$ cat src/rtl/tdc_pkg.sv
// Shared state encoding and LFSR constants for the calibration hit generator.
package tdc_pkg;

    typedef enum logic [1:0] {
        IDLE  = 2'd0,
        PULSE = 2'd1,
        GAP   = 2'd2,
        FIN   = 2'd3
    } state_t;

    localparam logic [15:0] LFSR_SEED = 16'hACE1;
    // Taps 16,14,13,11 as a mask over value[15:0]
    localparam logic [15:0] LFSR_TAPS = 16'hB400;

    function automatic logic [15:0] lfsr_next(input logic [15:0] v);
        return {v[14:0], ^(v & LFSR_TAPS)};
    endfunction

endpackage

$ cat src/rtl/lfsr16.sv
// 16-bit Fibonacci LFSR that advances one step whenever step is high.
module lfsr16
    import tdc_pkg::*;
(
    input  logic        clk,
    input  logic        rst_n,
    input  logic        step,
    output logic [15:0] value
);

    logic [15:0] value_q;
    logic [15:0] value_d;

    always_comb begin
        value_d = value_q;
        if (step) begin
            value_d = lfsr_next(value_q);
        end
    end

    always_ff @(posedge clk or negedge rst_n) begin
        if (!rst_n) begin
            value_q <= LFSR_SEED;
        end else begin
            value_q <= value_d;
        end
    end

    assign value = value_q;

endmodule

$ cat src/rtl/calib_hit_gen.sv
// Calibration hit generator: emits bursts of fixed-width hits with
// programmable spacing and optional LFSR jitter towards the TDC input filter.
module calib_hit_gen
    import tdc_pkg::*;
#(
    parameter int PERIOD_W = 16,
    parameter int LEN_W    = 4,
    parameter int CNT_W    = 8
) (
    input  logic                clk,
    input  logic                rst_n,
    input  logic                enable,
    input  logic                start,
    input  logic [PERIOD_W-1:0] period,
    input  logic [LEN_W-1:0]    pulse_len,
    input  logic [CNT_W-1:0]    burst_count,
    input  logic                rand_en,
    output logic                hit,
    output logic                busy,
    output logic                done,
    output logic [CNT_W-1:0]    hit_count
);

    localparam int GAP_W = PERIOD_W + 1;

    logic [1:0]          rst_sync_q, rst_sync_d;
    logic                rst_int_n;
    state_t              state_q, state_d;
    logic [GAP_W-1:0]    cnt_q, cnt_d;
    logic                hit_q, hit_d;
    logic                done_q, done_d;
    logic [CNT_W-1:0]    hit_count_q, hit_count_d;
    logic [PERIOD_W-1:0] period_q, period_d;
    logic [LEN_W-1:0]    plen_q, plen_d;
    logic [CNT_W-1:0]    burst_q, burst_d;
    logic                rand_q, rand_d;
    logic                lfsr_step;
    logic [15:0]         lfsr_value;
    logic [11:0]         lfsr_unused;
    logic [GAP_W-1:0]    plen_eff, start_plen_eff, gap_len;
    logic [CNT_W-1:0]    hit_count_inc;

    // Reset asserts asynchronously but is released two clk edges later
    always_comb begin
        rst_sync_d = {rst_sync_q[0], 1'b1};
    end

    always_ff @(posedge clk or negedge rst_n) begin
        if (!rst_n) begin
            rst_sync_q <= 2'b00;
        end else begin
            rst_sync_q <= rst_sync_d;
        end
    end

    assign rst_int_n = rst_sync_q[1];

    lfsr16 u_lfsr (
        .clk   (clk),
        .rst_n (rst_int_n),
        .step  (lfsr_step),
        .value (lfsr_value)
    );

    assign lfsr_unused = lfsr_value[15:4];

    // Gap math is one bit wider than period so adding jitter cannot wrap
    always_comb begin
        plen_eff       = (plen_q == '0) ? GAP_W'(1) : GAP_W'(plen_q);
        start_plen_eff = (pulse_len == '0) ? GAP_W'(1) : GAP_W'(pulse_len);
        gap_len        = ({1'b0, period_q} > plen_eff) ? ({1'b0, period_q} - plen_eff) : GAP_W'(1);
        if (rand_q) begin
            gap_len = gap_len + GAP_W'(lfsr_value[3:0]);
        end
        hit_count_inc = (&hit_count_q) ? hit_count_q : hit_count_q + CNT_W'(1);
    end

    always_comb begin
        state_d     = state_q;
        cnt_d       = cnt_q;
        hit_count_d = hit_count_q;
        period_d    = period_q;
        plen_d      = plen_q;
        burst_d     = burst_q;
        rand_d      = rand_q;
        lfsr_step   = 1'b0;

        case (state_q)
            IDLE: begin
                if (start && enable) begin
                    period_d    = period;
                    plen_d      = pulse_len;
                    burst_d     = burst_count;
                    rand_d      = rand_en;
                    hit_count_d = CNT_W'(1);
                    cnt_d       = start_plen_eff - GAP_W'(1);
                    lfsr_step   = 1'b1;
                    state_d     = PULSE;
                end
            end
            PULSE: begin
                if (!enable) begin
                    state_d = IDLE;
                end else if (cnt_q == '0) begin
                    cnt_d   = gap_len - GAP_W'(1);
                    state_d = GAP;
                end else begin
                    cnt_d = cnt_q - GAP_W'(1);
                end
            end
            GAP: begin
                if (!enable) begin
                    state_d = IDLE;
                end else if (cnt_q == '0) begin
                    if ((burst_q != '0) && (hit_count_q == burst_q)) begin
                        state_d = FIN;
                    end else begin
                        cnt_d       = plen_eff - GAP_W'(1);
                        hit_count_d = hit_count_inc;
                        lfsr_step   = 1'b1;
                        state_d     = PULSE;
                    end
                end else begin
                    cnt_d = cnt_q - GAP_W'(1);
                end
            end
            FIN: begin
                state_d = IDLE;
            end
            default: begin
                state_d = IDLE;
            end
        endcase

        hit_d  = (state_d == PULSE);
        done_d = (state_d == FIN);
    end

    always_ff @(posedge clk or negedge rst_int_n) begin
        if (!rst_int_n) begin
            state_q     <= IDLE;
            cnt_q       <= '0;
            hit_q       <= 1'b0;
            done_q      <= 1'b0;
            hit_count_q <= '0;
            period_q    <= '0;
            plen_q      <= '0;
            burst_q     <= '0;
            rand_q      <= 1'b0;
        end else begin
            state_q     <= state_d;
            cnt_q       <= cnt_d;
            hit_q       <= hit_d;
            done_q      <= done_d;
            hit_count_q <= hit_count_d;
            period_q    <= period_d;
            plen_q      <= plen_d;
            burst_q     <= burst_d;
            rand_q      <= rand_d;
        end
    end

    assign hit       = hit_q;
    assign done      = done_q;
    assign busy      = (state_q != IDLE);
    assign hit_count = hit_count_q;

endmodule

$ cat config.mk
export PLATFORM = sky130hd
export DESIGN_NAME = calib_hit_gen
export DESIGN_NICKNAME = d
export VERILOG_FILES = /design/src/rtl/tdc_pkg.sv /design/src/rtl/lfsr16.sv /design/src/rtl/calib_hit_gen.sv
export SDC_FILE = /design/constraint.sdc
export NUM_CORES = 1
export LEC_CHECK = 0
export CORE_UTILIZATION = 64
export CTS_CLUSTER_DIAMETER = 80
export DETAILED_ROUTE_END_ITERATION = 10
export GPL_ROUTABILITY_DRIVEN = 0
export PLACE_DENSITY = 0.86
export SLEW_MARGIN = 20
export SYNTH_ARGS = -nofsm -noshare
export SYNTH_HDL_FRONTEND = slang
export SYNTH_SLANG_ARGS = --single-unit
$ cat constraint.sdc
create_clock -name clk -period 4.5 [get_ports clk]
set_input_delay 0.675 -clock clk [delete_from_list [all_inputs] [get_ports clk]]
set_output_delay 0.675 -clock clk [all_outputs]
set_load 0.01 [all_outputs]
-- Word-level counts from Yosys, hierarchy flattened
Cells that the tools add are included.
- bits in registers: 76
- input port bits: 33
- output and inout bits: 11
- add/subtract/negate cells: 7
- magnitude comparators: 1
- equal/unequal tests: 13
- muxes and demuxes: 29
- reduce and logical (&&, ||, !) cells: 15
- operators by type and width (operator ; count):
    17-bit 2-to-1 mux ; 8
    17-bit case mux with 3 select lines ; 1
    8-bit 2-to-1 mux ; 5
    17-bit by 1-bit subtractor with 17-bit output (second input constant) ; 2
    17-bit by 4-bit adder with 17-bit output ; 1
    17-bit zero test ; 1
    16-bit by 4-bit subtractor with 17-bit output ; 1
    16-bit by 4-bit > comparator with 1-bit output ; 1
    8-bit case mux with 2 select lines ; 1
    16-bit XOR reduction ; 1
    2-bit 2-to-1 mux ; 6
    2-bit inequality test (second input constant) ; 6
    4-bit by 1-bit subtractor with 5-bit output (second input constant) ; 2
    8-bit by 1-bit adder with 8-bit output (second input constant) ; 1
    8-bit equality test ; 1
    4-bit zero test ; 2
    4-bit 2-to-1 mux ; 2
    2-bit case mux with 4 select lines ; 1
    8-bit AND reduction ; 1
    8-bit nonzero test ; 1
    2-bit equality test (second input constant) ; 3
    6-bit AND reduction ; 1
    5-bit AND reduction ; 1
    2-bit by 1-bit equality test with 1-bit output (second input constant) ; 2
    8 further kinds ; 13

-- Longest topological paths before layout
- depth after elaboration: 10
- depth in mapped cells: 21

-- By module
Synthesis repeated with hierarchy kept, for this count alone.
- cell total of the unflattened synthesis: 641
- area total of the unflattened synthesis: 5718.0 um^2
- modules (own cells, without submodules) (module ; times used ; cells an instance ; area an instance (um^2) ; seq. area each (um^2)):
    calib_hit_gen ; 1 ; 603 ; 5042.3 ; 1501.4
    lfsr16 ; 1 ; 38 ; 675.6 ; 410.4

-- Least setup slack after synthesis
Ideal clock, no wire load.
- path type: reg-to-reg
- from: register plen_q[1]
- to: register cnt_q[12]
- setup time: 0.131 ns
- arrival time: 4.877 ns
- data required time: 4.369 ns
- setup slack: -0.508 ns
- cell stages (with the launch flop): 22
- path buffers: 2
- period minus slack after synthesis: 5.008 ns
- cell sequence: dfrtp_1 inv_1 a31oi_1 inv_1 ha_1 nand2b_1 a21oi_1 a211o_1 clkbuf_1 clkbuf_1 and2_1 ha_1 a21o_1 nand2_1 a21oi_1 xnor2_1 o32a_1 or3_1 a2111oi_2 mux2i_1 xnor2_1 a21oi_1
- word-level cells in the longest chain between the ends: 10
- elaborated cells between the ends (all ways): 15
- classes of those cells: add/sub (4); order compare (1); mux (9); reduce/logical (1)
- RTL lines (what ; line ; source):
    from (decl) ; calib_hit_gen.sv:34 ; logic [LEN_W-1:0] plen_q, plen_d;
    from (signal assigned) ; calib_hit_gen.sv:157 ; plen_q <= plen_d;
    4-bit zero test ; calib_hit_gen.sv:69 ; plen_eff = (plen_q == '0) ? GAP_W'(1) : GAP_W'(plen_q);
    4-bit 2-to-1 mux * ; calib_hit_gen.sv:69 ;
    16-bit by 4-bit subtractor with 17-bit output / 16-bit by 4-bit > comparator with 1-bit output (equally long branches) ; calib_hit_gen.sv:71 ; gap_len = ({1'b0, period_q} > plen_eff) ? ({1'b0, period_q} - plen_eff) : GAP_W'(1);
    17-bit 2-to-1 mux ; calib_hit_gen.sv:71 ;
    17-bit by 4-bit adder with 17-bit output ; calib_hit_gen.sv:73 ; gap_len = gap_len + GAP_W'(lfsr_value[3:0]);
    17-bit 2-to-1 mux ; calib_hit_gen.sv:72 ; if (rand_q) begin
    17-bit by 1-bit subtractor with 17-bit output ; calib_hit_gen.sv:105 ; cnt_d = gap_len - GAP_W'(1);
    17-bit 2-to-1 mux ; calib_hit_gen.sv:104 ; end else if (cnt_q == '0) begin
    17-bit 2-to-1 mux ; calib_hit_gen.sv:102 ; if (!enable) begin
    17-bit case mux with 3 select lines * ; calib_hit_gen.sv:88 ; case (state_q)
    to (signal assigned) ; calib_hit_gen.sv:152 ; cnt_q <= cnt_d;
    to (decl) ; calib_hit_gen.sv:29 ; logic [GAP_W-1:0] cnt_q, cnt_d;
Every way passes the cells marked *; elsewhere a longest branch is shown, timed or not. The select of a mux whose other input is x is not followed.
A chain may end at the register's enable or synchronous reset.

-- Final worst setup path
- from: register plen_q[2]
- to: register cnt_q[16]
Same word-level chain as after synthesis.

==> summary.md <==
| Metric | Value |
|---|---|
| Most used routing layer | met2 |
| Num ports | 44 |
| Worst vdd ir | ~0.6 mV |
| Post-Synth XOR/XNOR Area | between 7 and 8% |
| Vias/cell | 6.85 |
| Grt total ovfl | 0 |
| Synthesized-area fraction occupied by and/or/nand/nor cells | between 10% and 20% |
| Mapped Cells | between 600 and 700 |
| Syn_nets | slightly below 700 |
| Met1 usage | 40.7% |
| Drt pass-1 iters | 6 |
| Top-count cell post-synth | dfrtp_1 |
| Leak Pwr | approximately 2.7 nW |
| Worst-path clk slew | approximately 0.11 ns |
| Critical path type | flop to flop |
| Antenna diode count | 0 |
| Async set or reset register ratio after synthesis | 100% |
| GR met2 Demand/Resource | a little over half |
| Post-synth EDFFs | 0 |
| Finished Layout Cells | around 800 |
| Critical path capture point type | flop |
| Pre-CTS setup slack | -0.121 ns |
| Final period util | 96.2% |
| Die height | about 97 um |
| Worst hold path type | flop to asynchronous set/reset pin |
| CTS H-tree lvls | 3 |
| Main synth FF type | dfrtp_1 |
| Clock Sinks | 76 |
| Fin Setup TNS | 0 ns |
| Routed Wire Length | about 15000 um |
| Drt wl/cell | roughly 19 um |
| Skew final | approximately 0.022 ns |
| Core area | between 8000 and 9000 um^2 |
| Yosys cell types | 75 |
| Final setup margin | 0.173 ns |
| DR vias | 5489 |
| P per Cell Area | between 700 and 800 nW/um^2 |
| Mux cell area share after synthesis | 10.1% |
| CP Max Fanout | 5 |
| Max-slew violations | 0 |
| Final setup vio count | 0 |
| CTS Buf Count | 9 |
| Total track usage | 32.2% |
| Core Util, Final | 77.1% |
| # port buffers | 43 |
| Outcome | finished, final reports clean |
| Startpoint Class | flop |
| Syn. warnings | 0 |
| # DRC | 0 |
| Clock Tree Buf Depth | 2 |
| Area growth, synth to finish | 16.9% |
| Maxcap violations | 0 |
| Hold bufs inserted after CTS | 0 |
| HPWL Detailed | approximately 10000 um |
| Top cells by count, synth | dfrtp_1, nand2_1, mux2_2 |
| Slew of the pin with the lowest slew margin | around 0.89 ns |
| Clock root buffer | clkbuf_8 |
| CTS tree | yes |
| First-pass GRT wire length | 24800 um |
| Worst-skew pair later-pin latency | 0.39 ns |
| Synth area leaders | dfrtp_1, mux2_2, xnor2_1 |
| Area of the die | slightly above 9000 um^2 |
| Synth Area in Compound Gates | between 20% and 30% |
| Site row count | 34 |
| Required @ worst endpoint | around 4.8 ns |
| Layout cell share with drive strength beyond 1 | roughly a fifth |
| Die span in x | slightly below 100 um |
| Number of global-route vias before repair | roughly 5.3k |
| DRT iter0 DRCs | 474 |
| Nets | between 700 and 800 |
| Largest area contributor in the netlist | dfrtp_1 |
| Met3 Resource Use GR | under 10% |
| Initial antenna violation count | 0 |
| Adder-Cell Fraction of Synth Area | 4.41% |
| Syn Area/Cell | slightly below 9 um^2 |
| Largest family of logic cells by synthesized area | compound AO/OA/AOI/OAI gates |
| Post-DRT Antenna Nets | 0 |
| Crit path DAT | between 4 and 5 ns |
| Synth Register Bits | 76 |
| Area of the mapped netlist | 5730 um^2 |
| Initial Utilization | roughly two thirds |
| Synth top area share | 29.7% |
| Final hold vios | 0 |
| Final min period | between 4 and 5 ns |
| Largest net degree at the start of global routing | 50 |
| Placed cells | approximately 780 |
| Seq/Total Area, Yosys | 33.4% |
| Max frequency | 231 MHz |
| Rel. slew slack | 40.3% |
==> sequential cells by signal, indices dropped and copies added, names as in the netlist <==
register,count
burst_q,8
u_lfsr.value,16
state_q,2
cnt_q,17
rand_q,1
rst_sync_q,2
hit_count,8
done,1
hit,1
period_q,16
plen_q,4
==> critical path: stages (launching register included) <==
cell and delay, ns:
dfrtp_1 0.38, inv_1 0.11, a31oi_4 0.18, inv_1 0.09
ha_4 0.29, nand4_1 0.08, a21o_1 0.22, a211o_1 0.28
and2_4 0.19, ha_1 0.27, a21o_1 0.21, nand2_1 0.14
a21oi_2 0.09, xnor2_1 0.14, o32a_1 0.31, or3_4 0.41
a2111oi_4 0.29, nand4_1 0.18, xnor2_1 0.16, o31ai_1 0.19
==> final cells by class <==
type                            count  area (um^2)
Clock buffer                        9          124
Inverter                           23         86.3
Fill cell                         576         1980
Clock inverter                      7         87.6
Timing Repair Buffer               70          633
Sequential cell                    76         1910
Tap cell                          108          135
Multi-Input combinational cell    508         3720
==> what timing repair did <==
action / 4_1_cts / 5_1_grt
buffers inserted: 6 / 1
gates resized for setup: 4 / 13
setup endpoints to repair: 4 / 9
pin swaps: 4 / 4
==> layer usage <==
metal | share of wire (%) | vias to the layer above | wire, um
li1 | - | 2477 | -
met1 | 39 | 2603 | 5940
met2 | 49 | 331 | 7450
met3 | 8.5 | 78 | 1300
met4 | 4.1 | 0 | 627
met5 | 0 | - | 0
==> power breakdown <==
part           switching, W  total [W]  internal, W
combinational       0.00184    0.00316      0.00133
sequential         0.000279    0.00117     0.000888
clock              0.000316   0.000588     0.000272
==> placed cells by master, fill, tap and decap left out, types with 7 or more instances in the layout <==
cell type,instances
xnor2_1,25
a31oi_1,10
nor3_1,24
ha_1,14
or3_1,16
a21oi_1,34
mux2_2,44
clkbuf_8,9
o211ai_1,7
dfstp_2,8
xor2_1,21
nand3_1,11
buf_4,27
a211oi_1,7
nor4_1,14
mux2i_1,7
a21o_1,9
clkdlybuf4s50_1,43
a22o_1,7
nor2_1,37
o31ai_1,7
dfrtp_1,67
nand2_1,48
o21ai_0,37
inv_1,22
==> metrics by stage <==
| stage | total power (W) | cell area [um^2] | hold slack [ns] |
|---|---|---|---|
| floorplan | 0.00326 | 5770 | 0.331 |
| global placement | 0.00381 | 6340 | 0.252 |
| detailed placement | 0.00395 | 6340 | 0.265 |
| CTS | 0.00463 | 6610 | 0.264 |
| global route | 0.00521 | 6700 | 0.315 |
| finish | 0.00492 | 6700 | 0.238 |
==> path summary, 6_finish.rpt <==
check	to	slack, ns	startpoint	depth (start not counted)
worst max-delay path	cnt_q[16]	0.17	plen_q[2]	19
worst min-delay path	period_q[5]	0.24	rst_sync_q[1]	0
min in group clk	rst_sync_q[1]	0.37	rst_sync_q[0]	0
worst min register to register	period_q[5]	0.24	rst_sync_q[1]	0
worst max register to register	cnt_q[16]	0.17	plen_q[2]	19
max in group asynchronous	cnt_q[6]	3.23	rst_sync_q[1]	1
==> cells by family after synthesis <==
family / after synthesis
and+or+nand+nor: 200
AOI/OAI and AO/OA: 189
other: 1
muxes: 52
DFF: 76
adders and majority gates: 19
xor gates and xnor gates: 47
buffers and inverters: 56
Power figures use the tool's default switching activity.
